File: src/rtl/wind_pkg.sv
// Shared types and defaults for the wind statistics block.
// WINDSTAT_LULL_EN adds the window minimum (lull) to the result struct.
package wind_pkg;

    localparam int SPD_W_DEF = 16;
    localparam int DIR_W_DEF = 16;
    localparam int FRAC_BITS = 10;

    typedef enum logic {
        ACC  = 1'b0,
        DONE = 1'b1
    } wind_state_t;

    typedef struct packed {
        logic [SPD_W_DEF-1:0] mean;
        logic [SPD_W_DEF-1:0] gust;
        logic [DIR_W_DEF-1:0] gust_dir;
`ifdef WINDSTAT_LULL_EN
        logic [SPD_W_DEF-1:0] lull;
`endif
    } wind_result_t;

endpackage

File: src/rtl/wind_peak_track.sv
// Running maximum with its direction tag; with WINDSTAT_LULL_EN also the running minimum.
// restart makes the current sample the new reference regardless of history.
module wind_peak_track #(
    parameter int SPD_W = 16,
    parameter int DIR_W = 16
) (
    input  logic             clock,
    input  logic             reset,
    input  logic             update,
    input  logic             restart,
    input  logic [SPD_W-1:0] value,
    input  logic [DIR_W-1:0] tag,
    output logic [SPD_W-1:0] peak,
    output logic [DIR_W-1:0] peak_tag
`ifdef WINDSTAT_LULL_EN
    ,
    output logic [SPD_W-1:0] lull
`endif
);

    // Strictly greater: ties keep the earliest sample's tag.
    always_ff @(posedge clock) begin
        if (reset) begin
            peak     <= '0;
            peak_tag <= '0;
        end else if (update && (restart || value > peak)) begin
            peak     <= value;
            peak_tag <= tag;
        end
    end

`ifdef WINDSTAT_LULL_EN
    always_ff @(posedge clock) begin
        if (reset) begin
            lull <= '0;
        end else if (update && (restart || value < lull)) begin
            lull <= value;
        end
    end
`endif

endmodule

File: src/rtl/wind_stats.sv
// Per-window mean speed, peak gust and gust direction over 2^LOG2N samples.
// WINDSTAT_LULL_EN adds the window minimum on lull_speed.
module wind_stats
    import wind_pkg::*;
#(
    parameter int LOG2N = 4,
    parameter int SPD_W = SPD_W_DEF,
    parameter int DIR_W = DIR_W_DEF
) (
    input  logic             clock,
    input  logic             reset,
    input  logic             in_valid,
    input  logic [SPD_W-1:0] speed,
    input  logic [DIR_W-1:0] direction,
    output logic             out_valid,
    input  logic             out_ready,
    output logic [SPD_W-1:0] mean_speed,
    output logic [SPD_W-1:0] gust_speed,
    output logic [DIR_W-1:0] gust_dir,
`ifdef WINDSTAT_LULL_EN
    output logic [SPD_W-1:0] lull_speed,
`endif
    output logic             overrun
);

    localparam logic [LOG2N-1:0] CNT_LAST = '1;

    wind_state_t             state, next_state;
    logic [LOG2N-1:0]        count;
    logic [SPD_W+LOG2N-1:0]  acc;
    logic [SPD_W-1:0]        peak;
    logic [DIR_W-1:0]        peak_dir;
    wind_result_t            result, res_q;
    logic                    first;
    logic                    load;

    // count wraps to zero on the closing sample, so a zero count always marks
    // the first sample of the next window, including one arriving in DONE.
    assign first = (count == '0);

    wind_peak_track #(.SPD_W(SPD_W), .DIR_W(DIR_W)) u_peak (
        .clock    (clock),
        .reset    (reset),
        .update   (in_valid),
        .restart  (first),
        .value    (speed),
        .tag      (direction),
        .peak     (peak),
        .peak_tag (peak_dir)
`ifdef WINDSTAT_LULL_EN
        ,
        .lull     (result.lull)
`endif
    );

    always_ff @(posedge clock) begin
        if (reset) state <= ACC;
        else       state <= next_state;
    end

    always_comb begin
        next_state = state;
        unique case (state)
            ACC:  if (in_valid && count == CNT_LAST) next_state = DONE;
            DONE: next_state = ACC;
            default: next_state = ACC;
        endcase
    end

    always_comb begin
        result.mean     = acc[LOG2N +: SPD_W];
        result.gust     = peak;
        result.gust_dir = peak_dir;
    end

    // Handshake: the buffer is full while out_valid is high; it empties on a
    // cycle where out_valid & out_ready, and a DONE in that same cycle refills it.
    assign load = (state == DONE) && (!out_valid || out_ready);

    always_ff @(posedge clock) begin
        if (reset) begin
            count     <= '0;
            acc       <= '0;
            res_q     <= '0;
            out_valid <= 1'b0;
            overrun   <= 1'b0;
        end else begin
            if (in_valid) begin
                count <= count + 1'b1;
                acc   <= first ? {{LOG2N{1'b0}}, speed}
                               : acc + {{LOG2N{1'b0}}, speed};
            end
            if (load) begin
                res_q     <= result;
                out_valid <= 1'b1;
            end else if (state == DONE) begin
                overrun <= 1'b1;
            end else if (out_valid && out_ready) begin
                out_valid <= 1'b0;
            end
        end
    end

    assign mean_speed = res_q.mean;
    assign gust_speed = res_q.gust;
    assign gust_dir   = res_q.gust_dir;
`ifdef WINDSTAT_LULL_EN
    assign lull_speed = res_q.lull;
`endif

endmodule
File: config.mk
export PLATFORM = sky130hd
export DESIGN_NAME = wind_stats
export DESIGN_NICKNAME = d
export VERILOG_FILES = /design/src/rtl/wind_pkg.sv /design/src/rtl/wind_peak_track.sv /design/src/rtl/wind_stats.sv
export SDC_FILE = /design/constraint.sdc
export NUM_CORES = 1
export LEC_CHECK = 0
export ABC_AREA = 1
export CELL_PAD_IN_SITES_DETAIL_PLACEMENT = 1
export CELL_PAD_IN_SITES_GLOBAL_PLACEMENT = 2
export CORE_MARGIN = 2
export CORE_UTILIZATION = 29
export CTS_CLUSTER_DIAMETER = 120
export CTS_CLUSTER_SIZE = 14
export DETAILED_ROUTE_END_ITERATION = 7
export PLACE_DENSITY_LB_ADDON = 0.15
export RECOVER_POWER = 25
export SLEW_MARGIN = 25
export SYNTH_ARGS = -nofsm -noshare
export SYNTH_HDL_FRONTEND = slang
export SYNTH_SLANG_ARGS = --single-unit
File: constraint.sdc
create_clock -name clock -period 4.8 [get_ports clock]
set_input_delay 0.96 -clock clock [delete_from_list [all_inputs] [get_ports clock]]
set_output_delay 0.96 -clock clock [all_outputs]
set_load 0.02 [all_outputs]
==> results of run 1 <==
## synthesized netlist by cell type, types with 2 or more instances
library cell / n / area [um2]
a21oi_2: 9 / 78.8
nand3_2: 20 / 200
nand4_1: 3 / 18.8
buf_8: 4 / 60.1
a31oi_1: 2 / 12.5
inv_1: 101 / 379
nand3_1: 46 / 230
buf_4: 3 / 22.5
clkbuf_1: 16 / 60.1
buf_6: 5 / 56.3
nand2_2: 2 / 12.5
ha_1: 34 / 425
inv_2: 8 / 30.0
a21oi_1: 97 / 485
nor2_1: 84 / 315
nor2_2: 7 / 43.8
buf_12: 2 / 40.0
xor2_1: 2 / 17.5
nor3_1: 4 / 20.0
dfxtp_1: 107 / 2140
or2_1: 2 / 12.5
buf_2: 9 / 45.0
o21ai_1: 10 / 50.1
o211ai_1: 4 / 30.0
nand2_1: 170 / 638
o21ai_0: 58 / 290
## sequential cells by signal (all words and copies together) (netlist names)
signal	flops
gust_speed	16
u_peak.peak_tag	16
state	1
out_valid	1
mean_speed	16
overrun	1
u_peak.peak	16
acc	20
gust_dir	16
count	4
## power by group through the flow
stage	clock [mW]	sequential, mW	combinational, mW
global route	0.805	0.969	0.605
finish	0.743	0.963	0.524
global placement	0	0.982	0.515
CTS	0.772	0.963	0.535
detailed placement	0	0.984	0.532
floorplan	0	0.976	0.413
## final timing paths
check | to | from | depth (start not counted)
min reg2reg | overrun$_SDFFE_PP0P_ | overrun$_SDFFE_PP0P_ | 2
min | overrun$_SDFFE_PP0P_ | overrun$_SDFFE_PP0P_ | 2
max reg2reg | u_peak.peak_tag[12]$_SDFFE_PP0P_ | count[0]$_SDFFE_PP0P_ | 10
max | acc[16]$_SDFFE_PP0P_ | reset | 7
## final cells by class
cell class | instances | area (um2) | area share (%)
clock buffers | 10 | 229 | 3.23
inverters | 110 | 413 | 5.83
clock inverters | 6 | 58.8 | 0.831
repair buffers | 91 | 902 | 12.7
flip-flops and latches | 107 | 2140 | 30.3
well taps | 265 | 332 | 4.68
multi-input cells | 565 | 3000 | 42.4
## routing by layer
metal  track usage [%]  up-vias  share of wire (%)
met4              4.66        0                1.2
met3              2.01       12                2.4
met2              29.8       64                 49
met1              21.2     2576                 47
li1                  -     2774                  -
met5                 0        -                  0
## through the flow
step	instance area, um2	hold slack, ps
after global routing	7080	486
after detailed placement	6810	448
after floorplan	5850	422
after CTS	7100	463
after global placement	6810	443
final	7080	454
## cell usage in the layout, fill, tap and decap left out, types with 4 or more instances in the layout
| master | instances |
|---|---|
| o21ai_0 | 58 |
| clkdlybuf4s50_1 | 51 |
| o211ai_1 | 4 |
| nor2_1 | 84 |
| o21ai_1 | 10 |
| dlygate4sd3_1 | 34 |
| inv_2 | 8 |
| nand3_2 | 20 |
| clkbuf_16 | 9 |
| ha_1 | 34 |
| a21oi_2 | 9 |
| inv_1 | 102 |
| nand2_1 | 169 |
| a21oi_1 | 97 |
| dfxtp_1 | 107 |
| nand3_1 | 46 |
| nor2_2 | 7 |
| nor3_1 | 4 |
## cells by family (layout without fill, tap and decap cells)
kind of cell | after synthesis | in the layout | synth area share, %
compound gates | 184 | 184 | 16.8
xor+xnor | 3 | 3 | 0.450
fa+ha+maj | 35 | 35 | 7.62
buf+inv | 150 | 217 | 12.1
flops | 107 | 107 | 36.6
simple gates | 343 | 343 | 26.5
## worst max-delay path: cells and delay by family
family,cells,cell delay [ps]
and+or+nand+nor,3,280
buffers and inverters,4,2070
==> summary.md, run 1 <==
| Metric | Value |
|---|---|
| Synth Cell Area | `slightly below 0.006 mm2` |
| Distinct cells, synth | `39` |
| Worst-Margin Slew | `about 1600 ps` |
| RSZ-0062 raised after global routing | `no` |
| Worst EP arrival | `3410 ps` |
| P_int | `about 1.5 mW` |
| Switch share | `33.1%` |
| Routed len/inst | `approximately 15 um` |
| GPL Wtd Cong | `0.780` |
| Share of post-route cells with drive strength above 1 | `under 10%` |
| Max Fclk | `321 MHz` |
| Synth warn | `0` |
| Dpl cells | `1138` |
| Yosys reg bits | `about 110` |
| # setup viols final | `0` |
| Worst rel slew slack | `-6.43%` |
| FP Rows | `51` |
| Sequential share of the synthesized area | `36.6%` |
| Max incr delay on CP | `1150 ps` |
| Core region area | `0.0196 mm2` |
| Hpwl dp | `approximately 12000 um` |
| # diodes | `0` |
| Wirelength, routed | `17100 um` |
| Htree depth | `3` |
| Pins Over Slew Limit | `86` |
| Combinational power share | `23.5%` |
| VDD IR max | `around 0.18 mV` |
| Area growth syn-to-layout | `21.1%` |
| Crit path time final | `3120 ps` |
| IO buf count | `85` |
| TritonCTS Buffers | `9` |
| DIE HEIGHT | `146 um` |
| Primary FF master, synth | `dfxtp_1` |
| Antenna-violating nets left | `0` |
| Vias in the first global route | `5755` |
| Async S/R FF share, synth | `0%` |
| Sequential power share | `43.2%` |
| Startpoint types | `input port` |
| Dpl ws | `roughly 1500 ps` |
| Period utilization | `64.9%` |
| Via count | `roughly 5400` |
| Clock sinks | `~110` |
| Crit path max fanout | `85` |
| Crit path kind | `in2reg` |
| Gr ovfl total | `0` |
| Total power | `2.23 mW` |
| Die Wd | `146 um` |
| R2R Setup Slk | `around 2000 ps` |
| Clock network fraction of total power | `33.3%` |
| CP Capture Type | `register` |
| CTS Hold Buffers Added | `0` |
| Initial antenna violation count | `0` |
| Skew final | `10.4 ps` |
| Worst-case clock buffer depth | `2` |
| Number of remaining DRC errors | `0` |
| Clk Latency, worst-skew pair | `360 ps` |
| Setup_tns | `0 ps` |
| Initial Utilization | `about 30%` |
| Failing checks | `capacitance limit, slew limit` |
| Maxcap violations | `1` |
| Post-CTS Setup Inserts | `0` |
| Psw | `0.737 mW` |
| Util after Layout | `36.1%` |
| Slowest CP cell | `clkbuf_2` |
| Initial drt markers | `188` |
| CTS tree | `done` |
| Final hold violations | `0` |
| Drt via density | `4.70` |
| Crit-path cells | `dlygate4sd3_1, inv_1, clkbuf_2, nand2_1, inv_1, nand2_1, nor2_1` |
| Clock-pin slew on the worst setup and hold paths | `80 ps` |
| Critical Path RT | `roughly 5100 ps` |
| Post-synth net total | `between 800 and 900` |
| Overall Global Routing Usage | `16.7%` |
| Post-Syn Area per Cell | `roughly 7.1 um2` |
| Status | `finished, violations left` |
| Final Worst Setup Slack | `1680 ps` |
| Largest net degree at the start of global routing | `86` |
| Pwr dens | `around 310 mW/mm2` |
| Fillcell total | `~2500` |
| Post-CTS Resized | `0` |
| Post-synthesis cell count | `822` |
| Pleak | `3.28 nW` |
| Post-Layout Cell Count | `1154` |
| CTS root buf | `clkbuf_16` |
| First-pass GRT wire length | `29000 um` |
| Num ports | `86` |
| Die ar. | `about 0.021 mm2` |
| EDFF count, synth | `0` |
| Hold Crit Class | `reg2reg` |
| DR pass1 iterations | `4` |
| Nets@finish | `955` |
No activity file was read; power rests on OpenSTA's default activity.
==> run 2: changes to the inputs <==
- CORE_UTILIZATION: 29 -> 28
- clock period: 4.8 -> 2.6 ns (I/O delays scaled with it)
==> summary.md, run 2 (same netlist as run 1, synthesis figures left out) <==
| Metric | Value |
|---|---|
| Worst R2R Start | `acc[0]$_SDFFE_PP0P_ (was count[0]$_SDFFE_PP0P_)` |
| TritonCTS Buffers | `9 (unchanged)` |
| Pleak | `3.31 nW (was 3.28 nW)` |
| Final hold violations | `0 (unchanged)` |
| Clock sinks | `107 (unchanged)` |
| Pins Over Slew Limit | `0 (was 86)` |
| CP Capture Type | `register (unchanged)` |
| Crit path kind | `in2reg (unchanged)` |
| Max reg flops | `20 (unchanged)` |
| Crit path time final | `2360 ps` |
| Worst hold start | `overrun$_SDFFE_PP0P_ (unchanged)` |
| Initial antenna violation count | `0 (unchanged)` |
| Share of post-route cells with drive strength above 1 | `10.3% (was 7.99%)` |
| Area growth syn-to-layout | `25.6% (was 21.1%)` |
| Htree depth | `3 (unchanged)` |
| DR pass1 iterations | `4 (unchanged)` |
| Worst-case clock buffer depth | `2 (unchanged)` |
| Initial Utilization | `28.7% (was 29.8%)` |
| Util after Layout | `36.1% (about the same)` |
| Status | `finished clean (was finished, violations left)` |
| Skew final | `11.8 ps (was 10.4 ps)` |
| Die ar. | `0.0220 mm2 (was 0.0213 mm2)` |
| Wirelength, routed | `17800 um (was 17100 um)` |
| Maxcap violations | `0 (was 1)` |
| Hpwl dp | `13600 um (was 12400 um)` |
| Pwr dens | `583 mW/mm2 (was 315 mW/mm2)` |
| Worst EP arrival | `2650 ps (was 3410 ps)` |
| VDD IR max | `0.333 mV (was 0.179 mV)` |
| Antenna-violating nets left | `0 (unchanged)` |
| Worst Setup SP | `speed[1] (was reset)` |
| DIE HEIGHT | `148 um (was 146 um)` |
| Initial drt markers | `199 (was 188)` |
| Commonest non-fill, non-tap cell in the layout | `nand2_1 (unchanged)` |
| Critical Path RT | `2890 ps (was 5090 ps)` |
| Nets@finish | `980 (was 955)` |
| Largest net degree at the start of global routing | `66 (was 86)` |
| Drt via density | `4.67 (was 4.70)` |
| Post-CTS Resized | `0 (unchanged)` |
| First-pass GRT wire length | `30000 um (was 29000 um)` |
| Post-Layout Cell Count | `1184 (was 1154)` |
| Gr ovfl total | `0 (unchanged)` |
| IO buf count | `85 (unchanged)` |
| CTS root buf | `clkbuf_16 (unchanged)` |
| Hold Crit Class | `reg2reg (unchanged)` |
| Total power | `4.28 mW (was 2.23 mW)` |
| Startpoint types | `input port (unchanged)` |
| CTS tree | `done (unchanged)` |
| Most frequent cells in the layout | `nand2_1, dfxtp_1, inv_1 (unchanged)` |
| Num ports | `86 (unchanged)` |
| Die Wd | `148 um (was 146 um)` |
| Clock-pin slew on the worst setup and hold paths | `80 ps (about the same)` |
| GPL Wtd Cong | `0.843 (was 0.780)` |
| Number of remaining DRC errors | `0 (unchanged)` |
| Via count | `5528 (was 5426)` |
| Vias in the first global route | `5840 (was 5755)` |
| Post-CTS Setup Inserts | `0 (unchanged)` |
| Routed len/inst | `15.1 um (was 14.8 um)` |
| Worst rel slew slack | `36.8% (was -6.43%)` |
| # diodes | `0 (unchanged)` |
| Core region area | `0.0204 mm2 (was 0.0196 mm2)` |
| RSZ-0062 raised after global routing | `no (unchanged)` |
| Worst-Margin Slew | `948 ps (was 1600 ps)` |
| Dpl cells | `1168 (was 1138)` |
| Period utilization | `90.9%` |
| Top reg by flops | `acc (unchanged)` |
| Clk Latency, worst-skew pair | `360 ps (about the same)` |
| FP Rows | `52 (was 51)` |
| Crit path max fanout | `4 (was 85)` |
| Overall Global Routing Usage | `17.0% (was 16.7%)` |
| # setup viols final | `0 (unchanged)` |
| Max Fclk | `approximately 420 MHz` |
| CTS Hold Buffers Added | `0 (unchanged)` |
## run 2: cell types whose count changed in the layout (fill, tap and decap cells not counted), moves of 2 or more
cell / previous run / this run
buf_12: 1 / 6
o21ai_0: 58 / 62
clkinvlp_4: 1 / 3
dlygate4sd3_1: 34 / 2
buf_4: 3 / 20
clkdlybuf4s50_1: 51 / 83
o21ai_1: 10 / 6
## run 2: final timing paths
check,end,slack [ps],depth (start not counted)
worst max-delay path,acc[8]$_SDFFE_PP0P_,240,11
worst min-delay path,overrun$_SDFFE_PP0P_,470,2
worst max register to register,acc[8]$_SDFFE_PP0P_,610,11
worst min register to register,overrun$_SDFFE_PP0P_,470,2
## run 2: metal layers
| layer | track usage, % | up-vias | share of wire [%] | wire length [um] |
|---|---|---|---|---|
| met5 | 0 | - | 0 | 0 |
| met4 | 3.86 | 0 | 0.98 | 174 |
| met3 | 2.85 | 11 | 2.8 | 496 |
| met2 | 30.5 | 73 | 49 | 8820 |
| met1 | 21.3 | 2629 | 47 | 8330 |
| li1 | - | 2815 | - | - |
## run 2: through the flow
| stage | setup slack [ps] | setup TNS, ps | hold WS, ps | instance area, um2 |
|---|---|---|---|---|
| global route | 80.0 | 0 | 499 | 7340 |
| CTS | 248 | 0 | 475 | 7370 |
| detailed placement | -118 | -2410 | 461 | 7070 |
| global placement | -76.9 | -573 | 445 | 7070 |
| floorplan | 696 | 0 | 422 | 5850 |
| finish | 238 | 0 | 470 | 7340 |
## run 2: final cells by class
cell class              instances  area (um2)
fillers                      2505       13000
multi-input cells             565        3000
flip-flops and latches        107        2140
repair buffers                116        1140
inverters                     110         413
well taps                     270         338
clock buffers                   9         225
clock inverters                 7        81.3
## run 2: report_power, final
part / leakage [nW] / switching (mW) / internal [mW]
combinational: 2.29 / 0.639 / 0.409
clock: 0.141 / 0.694 / 0.762
sequential: 0.874 / 0.0434 / 1.74
total: 3.31 / 1.38 / 2.91
## run 2: worst max-delay path: stages
cell	delay, ps
clkdlybuf4s50_1	580
inv_1	110
fa_1	470
inv_1	110
nand3_1	70
nand3_1	170
a21oi_1	150
or2_1	230
nand3_1	70
nand2_1	50
a21oi_1	110
